==> config.mk <==
export PLATFORM = sky130hd
export DESIGN_NAME = aes_subword_seq
export DESIGN_NICKNAME = d
export VERILOG_FILES = /design/src/rtl/aes_pkg.sv /design/src/rtl/aes_subword_seq.sv
export SDC_FILE = /design/constraint.sdc
export NUM_CORES = 1
export LEC_CHECK = 0
export ABC_CLOCK_PERIOD_IN_PS = 5000
export BUFFER_PORTS_ARGS = -buffer_cell sky130_fd_sc_hd__buf_2
export CAP_MARGIN = 20
export CORE_ASPECT_RATIO = 2
export CORE_MARGIN = 2
export CORE_UTILIZATION = 45
export CTS_CLUSTER_SIZE = 10
export DETAILED_ROUTE_END_ITERATION = 8
export GPL_TIMING_DRIVEN = 0
export PLACE_DENSITY = 0.68
export SLEW_MARGIN = 10
export SYNTH_ARGS = -nofsm -noshare
export SYNTH_HDL_FRONTEND = slang
export SYNTH_SLANG_ARGS = --single-unit
==> constraint.sdc <==
create_clock -name clk_i -period 5 [get_ports clk_i]
set_clock_uncertainty 0.15 [all_clocks]
set_input_delay 0.5 -clock clk_i [delete_from_list [all_inputs] [get_ports clk_i]]
set_output_delay 0.5 -clock clk_i [all_outputs]
set_load 0.005 [all_outputs]
==> src/rtl/aes_pkg.sv <==
// Shared AES datapath definitions: byte width and the SubWord sequencer state type.
package aes_pkg;

  localparam int AES_BYTE_W = 8;

  typedef enum logic [1:0] {
    IDLE = 2'd0,
    RUN  = 2'd1,
    DONE = 2'd2
  } aes_seq_state_e;

endpackage

==> src/rtl/aes_subword_seq.sv <==
// Iterative SubWord sequencer: streams one byte per cycle through an external shared
// S-box and returns the substituted word over a valid/ready handshake.
module aes_subword_seq
  import aes_pkg::*;
#(
  parameter int NUM_BYTES = 4
) (
  input  logic                            clk_i,
  input  logic                            rst_i,
  input  logic                            in_valid_i,
  output logic                            in_ready_o,
  input  logic [AES_BYTE_W*NUM_BYTES-1:0] data_i,
  input  logic                            inv_i,
  input  logic                            flush_i,
  output logic                            out_valid_o,
  input  logic                            out_ready_i,
  output logic [AES_BYTE_W*NUM_BYTES-1:0] data_o,
  output logic [AES_BYTE_W-1:0]           sbox_in_o,
  output logic                            sbox_inv_o,
  input  logic [AES_BYTE_W-1:0]           sbox_out_i
);

  localparam int W     = AES_BYTE_W * NUM_BYTES;
  localparam int CNT_W = (NUM_BYTES > 1) ? $clog2(NUM_BYTES) : 1;
  localparam logic [CNT_W-1:0] CNT_LAST = CNT_W'(NUM_BYTES - 1);

  // Handshake: a transfer happens on a rising edge where valid and ready are both high;
  // a requester holds valid and its word stable until then, and valid is never withdrawn
  // by the sequencer once raised until out_ready_i is seen.
  aes_seq_state_e         state_q, state_d;
  logic [W-1:0]           src_q, src_d;
  logic [W-1:0]           res_q, res_d;
  logic [W-1:0]           out_q, out_d;
  logic                   inv_q, inv_d;
  logic [CNT_W-1:0]       cnt_q, cnt_d;
  logic [AES_BYTE_W-1:0]  cur_byte;
  logic                   accept;

  always_comb begin
    cur_byte = '0;
    for (int k = 0; k < NUM_BYTES; k++) begin
      if (cnt_q == CNT_W'(k)) cur_byte = src_q[AES_BYTE_W*k +: AES_BYTE_W];
    end
  end

  assign in_ready_o  = (state_q == IDLE) || ((state_q == DONE) && out_ready_i);
  assign out_valid_o = (state_q == DONE);
  assign data_o      = out_q;
  assign sbox_in_o   = (state_q == RUN) ? cur_byte : '0;
  assign sbox_inv_o  = (state_q == RUN) && inv_q;
  assign accept      = in_valid_i && in_ready_o;

  always_comb begin
    state_d = state_q;
    src_d   = src_q;
    res_d   = res_q;
    out_d   = out_q;
    inv_d   = inv_q;
    cnt_d   = cnt_q;
    case (state_q)
      IDLE: begin
        if (accept) begin
          src_d   = data_i;
          inv_d   = inv_i;
          cnt_d   = '0;
          state_d = RUN;
        end
      end
      RUN: begin
        for (int k = 0; k < NUM_BYTES; k++) begin
          if (cnt_q == CNT_W'(k)) res_d[AES_BYTE_W*k +: AES_BYTE_W] = sbox_out_i;
        end
        cnt_d = cnt_q + CNT_W'(1);
        // The output register is loaded only here so data_o never shows a partial word.
        if (cnt_q == CNT_LAST) begin
          cnt_d   = '0;
          out_d   = res_d;
          state_d = DONE;
        end
      end
      DONE: begin
        if (out_ready_i) begin
          if (in_valid_i) begin
            src_d   = data_i;
            inv_d   = inv_i;
            cnt_d   = '0;
            state_d = RUN;
          end else begin
            state_d = IDLE;
          end
        end
      end
      default: state_d = IDLE;
    endcase
    if (flush_i) begin
      state_d = IDLE;
      cnt_d   = '0;
      src_d   = src_q;
      inv_d   = inv_q;
      out_d   = out_q;
    end
  end

  always_ff @(posedge clk_i) begin
    if (rst_i) begin
      state_q <= IDLE;
      src_q   <= '0;
      res_q   <= '0;
      out_q   <= '0;
      inv_q   <= 1'b0;
      cnt_q   <= '0;
    end else begin
      state_q <= state_d;
      src_q   <= src_d;
      res_q   <= res_d;
      out_q   <= out_d;
      inv_q   <= inv_d;
      cnt_q   <= cnt_d;
    end
  end

endmodule
### Yosys cells after proc, flatten, opt, wreduce, memory -nomap -nowiden

Index checks and enable logic that the tools add are counted.

| storage, ports and cells | value |
|---|---|
| output and inout bits | 43 |
| logic and storage cells | 57 |
| register bits after elaboration | 101 |
| input port bits | 46 |

| operators by class | value |
|---|---|
| equality and inequality tests | 9 |
| add/sub/neg operators | 1 |
| reduce and logical (&&, ||, !) cells | 13 |
| multiplexer cells | 27 |
| bitwise logic cells | 1 |

Operators with widths:

| cell | number |
|---|---|
| $mux 32 | 3 |
| $mux 8 | 9 |
| $pmux 32 s2 | 1 |
| $mux 2 | 7 |
| $pmux 2 s3 | 2 |
| $eq 2x2->1 const B | 3 |
| $reduce_and 3->1 | 2 |
| $reduce_and 5->1 | 1 |
| $eq 2x1->1 const B | 2 |
| $logic_not 2->1 | 2 |
| $mux 1 | 4 |
| $ne 2x1->1 const B | 2 |
| $ne 2x2->1 const B | 2 |
| $reduce_and 4->1 | 1 |
| $logic_and 1x1->1 | 3 |
| $reduce_bool 3->1 | 1 |
| $add 2x1->2 const B | 1 |
| $pmux 1 s2 | 1 |
| $reduce_bool 2->1 | 1 |
| $reduce_or 2->1 | 1 |
| $logic_or 1x1->1 | 1 |
| $not 1->1 | 1 |

### Longest topological paths before layout

Gate-level depths: netlist of run 1.

| depth | value |
|---|---|
| depth in word-level cells | 6 |
| mapped depth | 7 |
| depth with buffers taken out | 5 |

### Least setup slack after synthesis of run 1

OpenSTA, ideal clock, no wires.

| timing path | value |
|---|---|
| path kind | flip-flop to output port |
| from | register cnt_q[1] |
| to | output port sbox_in_o[2] |
| cell stages (with the launch flop) | 8 |
| path buffers | 2 |
| arrival time | 1.412 ns |
| required time | 4.350 ns |
| path slack | 2.938 ns |
| path through | dfxtp_1 inv_1 ha_1 buf_2 nor2b_1 buf_4 a221oi_1 o41ai_1 |

| between the ends | value |
|---|---|
| longest elaborated chain between the ends | 6 |
| elaborated cells between the ends (all ways) | 9 |

RTL lines:

| element | line | text |
|---|---|---|
| from (decl) | aes_subword_seq.sv:35 | `logic [CNT_W-1:0] cnt_q, cnt_d;` |
| from (signal assigned) | aes_subword_seq.sv:118 | `cnt_q <= cnt_d;` |
| $logic_not 2->1 | aes_subword_seq.sv:42 | `if (cnt_q == CNT_W'(k)) cur_byte = src_q[AES_BYTE_W*k +: AES_BYTE_W];` |
| $mux 8 (3 in a row) | aes_subword_seq.sv:42 |  |
| $mux 8 * | aes_subword_seq.sv:42 |  |
| $mux 8 * | aes_subword_seq.sv:49 | `assign sbox_in_o = (state_q == RUN) ? cur_byte : '0;` |
| to (decl) | aes_subword_seq.sv:18 | `output logic [AES_BYTE_W-1:0] sbox_in_o,` |

Every way passes the cells marked *; elsewhere a longest branch is shown, timed or not.

### Final worst setup path of run 1

| timing path | value |
|---|---|
| from | register cnt_q[0] |
| to | output port sbox_in_o[7] |

Same word-level chain as after synthesis.

==> results of run 1 <==
-- layout make-up --
| class | count | area (µm²) | share of cell area (%) |
|---|---|---|---|
| clock buffer | 11 | 243 | 4.61 |
| buffer | 51 | 309 | 5.87 |
| timing repair buffer | 79 | 395 | 7.51 |
| inverter | 3 | 11.3 | 0.214 |
| clock inverter | 4 | 33.8 | 0.641 |
| multi-input combinational | 324 | 2250 | 42.7 |
| sequential | 93 | 1860 | 35.3 |
| tap | 132 | 165 | 3.14 |
-- logic make-up (layout without fill, tap and decap cells) --
logic type      after synthesis  after routing  synth area share [%]
simple gates                183            183                  22.1
flops                        93             93                  42.0
compound gates               72             72                  12.9
mux                          65             65                  14.7
buf+inv                      54            148                  7.23
fa+ha+maj                     4              4                  1.13
-- stage by stage --
stage	instance area, µm²	cells	worst slack (ns)	utilization, %
finish	5270	697	2.22	54.7
global route	5270	697	2.06	54.7
CTS	5270	697	2.20	54.7
detailed placement	4990	682	2.56	51.8
global placement	4990	682	2.59	51.8
floorplan	4430	471	2.94	-
-- where the power goes --
group,total [mW],internal (mW),switching [mW]
Sequential,0.770,0.758,0.0111
Clock,0.637,0.352,0.285
Combinational,0.133,0.0596,0.0737
-- state kept, by name, summed over array words and instances (netlist names) --
register / cells
data_o: 32
src_q: 32
res_q: 24
inv_q: 1
state_q: 2
cnt_q: 2
-- worst max-delay path: cells and delay by family, from the launching register on --
kind / cells / cell delay, ns
buffers and inverters: 4 / 0.58
AOI/OAI and AO/OA: 2 / 0.50
DFF: 1 / 0.38
adders and majority gates: 1 / 0.21
and+or+nand+nor: 1 / 0.14
-- placed cells by master, fill, tap and decap left out --
cell type / synthesis / layout
sky130_fd_sc_hd__a21o_1: 1 / 1
sky130_fd_sc_hd__a221oi_1: 8 / 8
sky130_fd_sc_hd__a211oi_1: 9 / 9
sky130_fd_sc_hd__inv_6: 0 / 1
sky130_fd_sc_hd__a211oi_2: 16 / 16
sky130_fd_sc_hd__buf_1: 3 / 3
sky130_fd_sc_hd__nor2_1: 34 / 34
sky130_fd_sc_hd__a21oi_1: 28 / 28
sky130_fd_sc_hd__nor3_4: 1 / 1
sky130_fd_sc_hd__and2_1: 1 / 1
sky130_fd_sc_hd__nand2_1: 25 / 25
sky130_fd_sc_hd__nor2b_1: 12 / 12
sky130_fd_sc_hd__mux2i_1: 65 / 65
sky130_fd_sc_hd__ha_1: 4 / 4
sky130_fd_sc_hd__and4bb_1: 1 / 1
sky130_fd_sc_hd__inv_1: 3 / 3
sky130_fd_sc_hd__clkbuf_8: 0 / 1
sky130_fd_sc_hd__clkinv_4: 0 / 2
sky130_fd_sc_hd__nand3b_1: 4 / 4
sky130_fd_sc_hd__or2_2: 2 / 2
sky130_fd_sc_hd__buf_6: 11 / 11
sky130_fd_sc_hd__nand2b_1: 70 / 70
sky130_fd_sc_hd__o21a_1: 1 / 1
sky130_fd_sc_hd__dfxtp_1: 93 / 93
sky130_fd_sc_hd__clkbuf_1: 19 / 20
sky130_fd_sc_hd__nand3_1: 33 / 33
sky130_fd_sc_hd__clkinvlp_4: 0 / 1
sky130_fd_sc_hd__o41ai_1: 8 / 8
sky130_fd_sc_hd__clkbuf_16: 0 / 9
sky130_fd_sc_hd__a22oi_1: 1 / 1
sky130_fd_sc_hd__buf_2: 13 / 92
sky130_fd_sc_hd__buf_4: 5 / 5
-- final timing paths --
kind                        to
setup / recovery  sbox_in_o[7]
hold reg to reg      res_q[13]
setup reg to reg     res_q[11]
hold / removal       src_q[23]
-- per-layer routing --
layer  up-vias  wire length (µm)  global-route usage [%]
met3        13               455                    3.41
met2        83              6770                    44.0
met5         -                 0                       0
met4         0               248                    9.28
met1      1781              4050                    21.8
li1       1801                 -                       -
==> impl_results.md, run 1 <==
* Run status: completed
* Critical path peak fanout at 9
* Unrepaired setup endpoints after global routing: no
* Hold Path Depth at 3
* CP Cell Sequence: inv_1 -> ha_1 -> buf_4 -> nor2b_1 -> buf_4 -> a221oi_1 -> o41ai_1 -> buf_2
* Cell count after synthesis at 471
* Register clock-pin slew on the reported worst setup and hold paths at 0.06 ns
* Final setup fails at 0
* WP data arrival at 2.13 ns
* Final-report max-slew violation count at 0
* DRC at 0
* Synthesis Warnings at 0
* Launching element type of the critical path: register
* CTS Buffer Depth at 2
* Num Clock Sinks at 93
* Worst slew margin relative to its limit at 65.6%
* Number of input and output port buffers inserted at 79
* Maximum number of pins on one net before global-route repair at 16
* Most used flip-flop cell after synthesis: sky130_fd_sc_hd__dfxtp_1
* Hold Startpoint: data_i[23]
* Fraction of final layout cells with drive strength greater than 1 at 25.0%
* # rows at 51
* Startpoint of the most critical setup path: cnt_q[0]
* Post_cts resized at 0
* Most frequent cell on the critical path: sky130_fd_sc_hd__buf_4
* Category of the worst setup path capture point: output port
* Net count after synthesis at 521
* Detailed Route WL at 11.5 mm
* Worst setup path class: register to output port
* Yosys top cell by area: sky130_fd_sc_hd__dfxtp_1
* Cell leakage power at 2.04 nW
* Upper clock frequency limit at 360 MHz
* Minimum period implied by the final worst setup slack at 2.78 ns
* Number of max-capacitance violations reported at 0
* Overall Global Routing Usage at 22.3%
* Async SR Flop Fraction at 0%
* Clock latency on the worst-skew pair at 0.33 ns
* Power per Cell Area at 292 mW/mm²
* Top-Level Pins at 89
* Number of cells on the worst reg-to-reg path at 7
* Worst hold path type: input pin to register
* Drt via density at 5.28
* Detailed-route via count at 3678
* Area contributors post-synth: sky130_fd_sc_hd__dfxtp_1, sky130_fd_sc_hd__mux2i_1, sky130_fd_sc_hd__nand2b_1
* Synthesized area divided by synthesized cell count at 9.41 µm²
* Wire length of the first global-routing pass at 18.0 mm
* Area Growth Syn to Fin at 18.9%
* Vias in the first global route at 3578
* Worst slack on hold paths at 0.269 ns
* Wire length per cell after detailed routing at 16.5 µm
* Layout filler cell count at 899
* Flip-flop and latch count after synthesis at 93
* Number of hold violations in the final report at 0
* Worst R2R Setup Slack at 3.13 ns
* Number of synthesized flops with an enable pin at 0
* Clock tree from TritonCTS: built
* Count of TritonRoute iterations in the first routing pass at 6
* Top-count cell post-synth: sky130_fd_sc_hd__dfxtp_1
* Total negative slack at 0 ns
* Number of CTS-inserted buffers at 9
* Proportion of synthesized chip area in sequential cells at 42.0%
* Yosys top cell area share at 42.0%
* Number of design-rule violations left by the first detailed-router iteration at 151
* Post-DRT Antenna Nets at 0
* Worst vdd rail ir drop at 0.183 mV
* Core ar. at 0.00964 mm²
* Antenna violations before repair at 0
* Count of inserted antenna diode cells at 0
* FF-to-FF Start: cnt_q[1]
* Die Height at 144 µm
* Total Power Consumption at 1.54 mW
* Critical Path Slowest Stage Cell: sky130_fd_sc_hd__dfxtp_1
* Routability Congestion at 0.893
* Die Span X at 74.2 µm
* Total number of nets in the final design at 611
* Die ar. at 0.0107 mm²
* Number of H-tree branching levels at 3
* Pin slew with the least headroom to its limit at 0.516 ns
* Post-detail-place hpwl at 8.91 mm
* Final worst path period share at 55.5%
* Delay of the slowest critical-path stage at 0.38 ns
* Commonest cells post-synth: sky130_fd_sc_hd__dfxtp_1, sky130_fd_sc_hd__nand2b_1, sky130_fd_sc_hd__mux2i_1, sky130_fd_sc_hd__nor2_1, sky130_fd_sc_hd__nand3_1
* Starting utilization of the core area at 46.0%
* Hold buffer count at cts at 0
* Root buffer cell: sky130_fd_sc_hd__clkbuf_16
* Post CTS Setup Buffer Count at 0
* Unique cell type count in the Yosys netlist at 27
* Cell area after technology mapping at 0.00443 mm²
* Overflow left after global routing at 0
* Critical path required time at 4.35 ns
Power figures use the tool's default switching activity.
==> inputs of run 2 (changes only) <==
ABC_CLOCK_PERIOD_IN_PS = 2600   (was 5000)
clock period = 2.6 ns   (was 5 ns; I/O delays follow)
==> run 2 against run 1 <==
Final cell count is the same. Utilization grew 0.22 points. Routed wire length grew 0.47%. Clock-buffer cell count is the same. Critical path depth shrank 2. Total power grew 93%. First-iteration DRC count shrank 2.6%. Register-to-register slack lost 2.4 ns. Critical path type unchanged.
==> impl_results.md, run 2 (synthesis results as in run 1) <==
* Num Clock Sinks at 93 (unchanged)
* Clock latency on the worst-skew pair at 0.34 ns (about the same)
* Root buffer cell: sky130_fd_sc_hd__clkbuf_16
* Number of H-tree branching levels at 3 (unchanged)
* Worst R2R Setup Slack at 0.70 ns (-2.43 ns)
* Die ar. at 0.0107 mm² (unchanged)
* Placed insts at 682 (unchanged)
* Most frequent cells in the layout: sky130_fd_sc_hd__dfxtp_1, sky130_fd_sc_hd__buf_2, sky130_fd_sc_hd__nand2b_1
* Count of inserted antenna diode cells at 0 (unchanged)
* Starting utilization of the core area at 46.0% (unchanged)
* WP data arrival at 2.07 ns (-0.06 ns)
* Startpoint of the most critical setup path: cnt_q[0]
* Run status: completed
* Worst setup slack before clock tree synthesis at 0.402 ns (-2.16 ns)
* Hold Startpoint: data_i[23]
* Overall Global Routing Usage at 22.3% (unchanged)
* Number of cells on the worst reg-to-reg path at 6 (-1)
* Detailed Route WL at 11.6 mm (+0.47%)
* Clock network fraction of design power at 41.4% (about the same)
* Die Height at 144 µm (unchanged)
* Launching element type of the critical path: register
* Core ar. at 0.00964 mm² (unchanged)
* Routability Congestion at 0.893 (unchanged)
* Final setup fails at 0 (unchanged)
* Number of hold violations in the final report at 0 (unchanged)
* Cell leakage power at 2.05 nW (+0.63%)
* Hold Path Depth at 3 (unchanged)
* Final-report max-slew violation count at 0 (unchanged)
* Placed cell area at 0.00499 mm² (unchanged)
* Clock tree from TritonCTS: built
* Sequential cell fraction of total power at 49.8% (-0.2 points)
* Hold endpoint: src_q[23]
* Worst hold path type: input pin to register
* Destination of the worst register-to-register timing path: res_q[16]
* Area of the multi-input gates at 0.00226 mm² (+0.56%)
* Switching power at 0.719 mW (+94%)
* Final worst path period share at 95.4%
* DRC at 0 (unchanged)
* Number of cells in the finished layout apart from fillers at 697 (unchanged)
* Worst vdd rail ir drop at 0.356 mV (+95%)
* Critical path peak fanout at 10 (+1)
* Post-detail-place hpwl at 8.91 mm (unchanged)
* Switching share of power at 24.2% (+0.18 points)
* # rows at 51 (unchanged)
* Fraction of final layout cells with drive strength greater than 1 at 25.8% (+0.88 points)
* Overflow left after global routing at 0 (unchanged)
* Number of CTS-inserted buffers at 9 (unchanged)
* Minimum period implied by the final worst setup slack at 2.48 ns
* Layout filler cell count at 894 (-0.56%)
* Critical path required time at 2.19 ns (-2.16 ns)
* Pin slew with the least headroom to its limit at 0.532 ns (+0.0165 ns)
* Number of design-rule violations left by the first detailed-router iteration at 147 (-2.6%)
* Register cell area after layout at 0.00186 mm² (about the same)
* Number of max-capacitance violations reported at 0 (unchanged)
* Total Power Consumption at 2.97 mW (+93%)
* Number of input and output port buffers inserted at 79 (unchanged)
* Die Span X at 74.2 µm (unchanged)
* Detailed-route via count at 3656 (-0.60%)
* Antenna violations before repair at 0 (unchanged)
* Wire length per cell after detailed routing at 16.6 µm (+0.47%)
* Upper clock frequency limit at 403 MHz
* Vias in the first global route at 3578 (unchanged)
* Final setup margin at 0.119 ns (-2.10 ns)
* FF-to-FF Start: cnt_q[0]
* Area Growth Syn to Fin at 19.4%
* Worst slew margin relative to its limit at 64.5% (-1.1 points)
* Drt via density at 5.25 (-0.60%)
* Wire length of the first global-routing pass at 18.0 mm (unchanged)
* Category of the worst setup path capture point: output port
* Register clock-pin slew on the reported worst setup and hold paths at 0.06 ns (about the same)
* Count of TritonRoute iterations in the first routing pass at 4 (-2)
* Post-DRT Antenna Nets at 0 (unchanged)
* Post CTS Setup Buffer Count at 0 (unchanged)
* Total number of nets in the final design at 611 (unchanged)
* CTS Buffer Depth at 2 (unchanged)
* Worst setup path class: register to output port
* Most frequent standard cell in the layout excluding fill and tap cells: sky130_fd_sc_hd__dfxtp_1
* Maximum number of pins on one net before global-route repair at 16 (unchanged)
* Final instance area at 0.00529 mm² (+0.40%)
* Power per Cell Area at 561 mW/mm² (+92%)
* Top-Level Pins at 89 (unchanged)
* Share of total power in combinational logic at 8.7% (about the same)
* Total negative slack at 0 ns (unchanged)
* Internal power at 2.25 mW (+92%)
run 2: cell count changes in the layout (fill, tap and decap cells not counted), sizes merged:
| cell | delta |
|---|---|
| clkbuf | +1 |
| buf | -1 |
run 2: metrics by stage:
stage          util, %  hold WS, ns
2_1_floorplan        -        0.265
3_3_place_gp      51.8        0.293
3_5_place_dp      51.8        0.300
4_1_cts           54.7       0.0214
5_1_grt           54.9       0.0281
6_report          54.9       0.0270
run 2: timing repair:
action | in CTS | in global routing
hold buffers | 0 | 0
gates resized for setup | 0 | 8
setup endpoints to repair | 0 | 7
run 2: layout make-up:
class / count / area share, %
timing repair buffer: 79 / 7.48
sequential: 93 / 35.2
multi-input combinational: 324 / 42.7
tap: 132 / 3.12
clock inverter: 4 / 0.639
clock buffer: 11 / 4.59
inverter: 3 / 0.213
buffer: 51 / 5.99
run 2: metal layers:
layer  vias up  share of wire, %  routed length, µm  track usage [%]
met1      1756                35               4080             21.8
met5         -                 0                  0                0
li1       1798                 -                  -                -
met4         0               2.6                305             9.28
met2        82                58               6770             44.0
met3        20               3.6                421             3.41
run 2: how the worst max path moves through the flow:
stage / endpoint / slack, ns / cells after the start
3_5_place_dp: sbox_in_o[0] / 0.40 / 8
2_1_floorplan: sbox_in_o[2] / 0.78 / 7
5_1_grt: sbox_in_o[5] / -0.01 / 6
6_report: sbox_in_o[6] / 0.12 / 6
3_3_place_gp: sbox_in_o[0] / 0.43 / 8
4_1_cts: sbox_in_o[0] / 0.04 / 8
run 2: worst max-delay path, stage by stage, from the launching register on:
cell                      delay [ns]
sky130_fd_sc_hd__dfxtp_1        0.40
sky130_fd_sc_hd__inv_2          0.07
sky130_fd_sc_hd__ha_1           0.30
sky130_fd_sc_hd__buf_2          0.25
sky130_fd_sc_hd__nor2b_1        0.20
sky130_fd_sc_hd__o41ai_1        0.33
sky130_fd_sc_hd__buf_2          0.18
run 2: power by group through the flow:
stage	sequential [mW]	combinational [mW]	clock, mW
finish	1.48	0.259	1.23
global route	1.48	0.283	1.32
CTS	1.48	0.259	1.26
detailed placement	1.51	0.258	0
global placement	1.51	0.253	0
floorplan	1.50	0.176	0
==> inputs of run 3 (changes only) <==
REMOVE_ABC_BUFFERS = 1   (was default)
==> run 3 against run 2 <==
Hold slack worse by 0.0041 ns. Global-route usage shrank 2.9 points. Via count decreased by 5.1%. Clock power about the same. Total power is 0.28% higher. Register-to-register slack got worse by 0.25 ns. Worst setup slack worse by 0.049 ns. Sequential cell count unchanged. Die area did not move. Critical endpoint is now sbox_in_o[2]. Combinational power shrank 5%.
==> impl_results.md, run 3 (synthesis results as in run 1) <==
* Run status: completed
* Wire length of the first global-routing pass at 15.8 mm (-12%)
* Overall Global Routing Usage at 19.4% (-2.9 points)
* Root buffer cell: sky130_fd_sc_hd__clkbuf_16
* Worst slew margin relative to its limit at 52.5% (-12 points)
* Antenna violations before repair at 0 (unchanged)
* Most frequent standard cell in the layout excluding fill and tap cells: sky130_fd_sc_hd__dfxtp_1
* Post-detail-place hpwl at 6.47 mm (-27%)
* Worst setup path class: register to output port
* Detailed-route via count at 3470 (-5.1%)
* Clock tree from TritonCTS: built
* Launching element type of the critical path: register
* Top-Level Pins at 89 (unchanged)
* Cell family with the largest share of critical-path delay: compound AO/OA/AOI/OAI gates
* Pin slew with the least headroom to its limit at 0.709 ns (+0.177 ns)
* Number of CTS-inserted buffers at 9 (unchanged)
* Met2 GRT Util at 34.0% (-10 points)
* Total number of nets in the final design at 578 (-5.4%)
* Met1 routing resource usage after global routing at 21.8% (about the same)
* Count of inserted antenna diode cells at 0 (unchanged)
* Most utilized layer in the global route result: met2
* Register clock-pin slew on the reported worst setup and hold paths at 0.07 ns (about the same)
* Area Growth Syn to Fin at 17.8%
* Number of hold violations in the final report at 0 (unchanged)
* Final-report max-slew violation count at 0 (unchanged)
* Total negative slack at 0 ns (unchanged)
* Overflow left after global routing at 0 (unchanged)
* Final setup fails at 0 (unchanged)
* Final worst path period share at 97.3% (+1.9 points)
* Critical Path Slowest Stage Cell: sky130_fd_sc_hd__dfxtp_2
* CTS Buffer Depth at 2 (unchanged)
* Maximum number of pins on one net before global-route repair at 75 (+59)
* Worst vdd rail ir drop at 0.366 mV (+2.7%)
* Cell leakage power at 1.99 nW (-3.2%)
* Fraction of final layout cells with drive strength greater than 1 at 26.6% (+0.80 points)
* Critical path required time at 2.19 ns (about the same)
* Core ar. at 0.00964 mm² (unchanged)
* Drt via density at 5.22 (-0.52%)
* Placed cell area at 0.00483 mm² (-3.2%)
* Detailed Route WL at 10.1 mm (-13%)
* Upper clock frequency limit at 395 MHz (-1.9%)
* Vias in the first global route at 3231 (-9.7%)
* DRC at 0 (unchanged)
* Met3 demand-to-capacity share in global routing at 3.83% (+0.42 points)
* Die Height at 144 µm (unchanged)
* Delay of the slowest critical-path stage at 0.39 ns (about the same)
* WP data arrival at 2.12 ns (+0.05 ns)
* Die Span X at 74.2 µm (unchanged)
* Number of max-capacitance violations reported at 0 (unchanged)
* Post-layout utilization of the core at 54.2% (-0.70 points)
* Most frequent cells in the layout: sky130_fd_sc_hd__dfxtp_1, sky130_fd_sc_hd__buf_2, sky130_fd_sc_hd__nand2b_1
* CP Cell Sequence: inv_2 -> ha_4 -> buf_16 -> nor2b_4 -> a221oi_1 -> o41ai_1 -> buf_2
* Die ar. at 0.0107 mm² (unchanged)
* Count of TritonRoute iterations in the first routing pass at 4 (unchanged)
* Routability Congestion at 0.799 (-11%)
* Worst slack on hold paths at 0.0229 ns (-0.00413 ns)
* Layout filler cell count at 882 (-1.3%)
* # rows at 51 (unchanged)
* Category of the worst setup path capture point: output port
* Power per Cell Area at 570 mW/mm² (+1.6%)
* Final instance area at 0.00522 mm² (-1.3%)
* Wire length per cell after detailed routing at 15.2 µm (-8.6%)
* Critical path buffer and inverter count at 3 (unchanged)
* Minimum period implied by the final worst setup slack at 2.53 ns (+0.0488 ns)
* Clock latency on the worst-skew pair at 0.34 ns (about the same)
* Worst hold path type: input pin to register
* Num Clock Sinks at 93 (unchanged)
* Number of input and output port buffers inserted at 88 (+11%)
* Number of H-tree branching levels at 3 (unchanged)
* Critical path peak fanout at 17 (+7)
* Starting utilization of the core area at 46.0% (unchanged)
* Unrepaired setup endpoints after global routing: no
* Post-DRT Antenna Nets at 0 (unchanged)
* Number of design-rule violations left by the first detailed-router iteration at 300 (+100%)
[run 3: cell types whose count changed in the layout (fill, tap and decap cells not counted), sizes merged]
cell,change
clkinvlp,+1
clkbuf,-20
buf,-15
nor2b,+1
and4bb,+1
[run 3: final cells by class]
| type | instances | area, µm² | area share, % |
|---|---|---|---|
| timing repair buffer | 95 | 556 | 10.6 |
| clock buffer | 11 | 253 | 4.84 |
| sequential | 93 | 1860 | 35.7 |
| clock inverter | 5 | 33.8 | 0.647 |
| multi-input combinational | 326 | 2340 | 44.8 |
| inverter | 3 | 11.3 | 0.216 |
| tap | 132 | 165 | 3.16 |
[run 3: worst reg2reg max path, delay by kind of cell (launching register included)]
family	cells	cell delay, ns
flops	1	0.43
fa+ha+maj	1	0.52
simple gates	2	0.67
mux	1	0.26
[run 3: power by group]
group          total [mW]  leakage [nW]  switching [mW]  internal [mW]
sequential           1.48         0.754          0.0210           1.46
clock                1.25         0.138           0.552          0.701
combinational       0.246          1.09           0.133          0.114
[run 3: what timing repair did]
item | in CTS | in global routing
cloned | 2 | 0
endpoints found under the setup margin | 18 | 22
hold buffers | 0 | 0
hold endpoints to repair | 0 | 0
pin swaps | 7 | 3
resized for setup | 10 | 2
buffers inserted | 1 | 2
[run 3: path summary, 6_finish.rpt]
kind	cells past startpoint	startpoint	slack, ns	to
worst max-delay path	7	cnt_q[1]	0.07	sbox_in_o[2]
worst min-delay path	3	data_i[22]	0.02	src_q[22]
worst max register to register	4	cnt_q[0]	0.45	data_o[25]
worst min register to register	2	res_q[16]	0.30	res_q[16]
[run 3: through the flow]
step | std cells | power [mW] | setup slack [ns]
finish | 665 | 2.98 | 0.0706
global route | 665 | 3.09 | 0.00407
CTS | 663 | 3.00 | 0.00225
detailed placement | 644 | 1.75 | -0.643
global placement | 640 | 1.73 | -1.15
floorplan | 420 | 1.63 | -0.341
[run 3: metal layers]
metal  up-vias  share of wire [%]
met5         -                  0
met2        84                 55
met3        21                3.5
li1       1728                  -
met1      1637                 39
met4         0                2.9
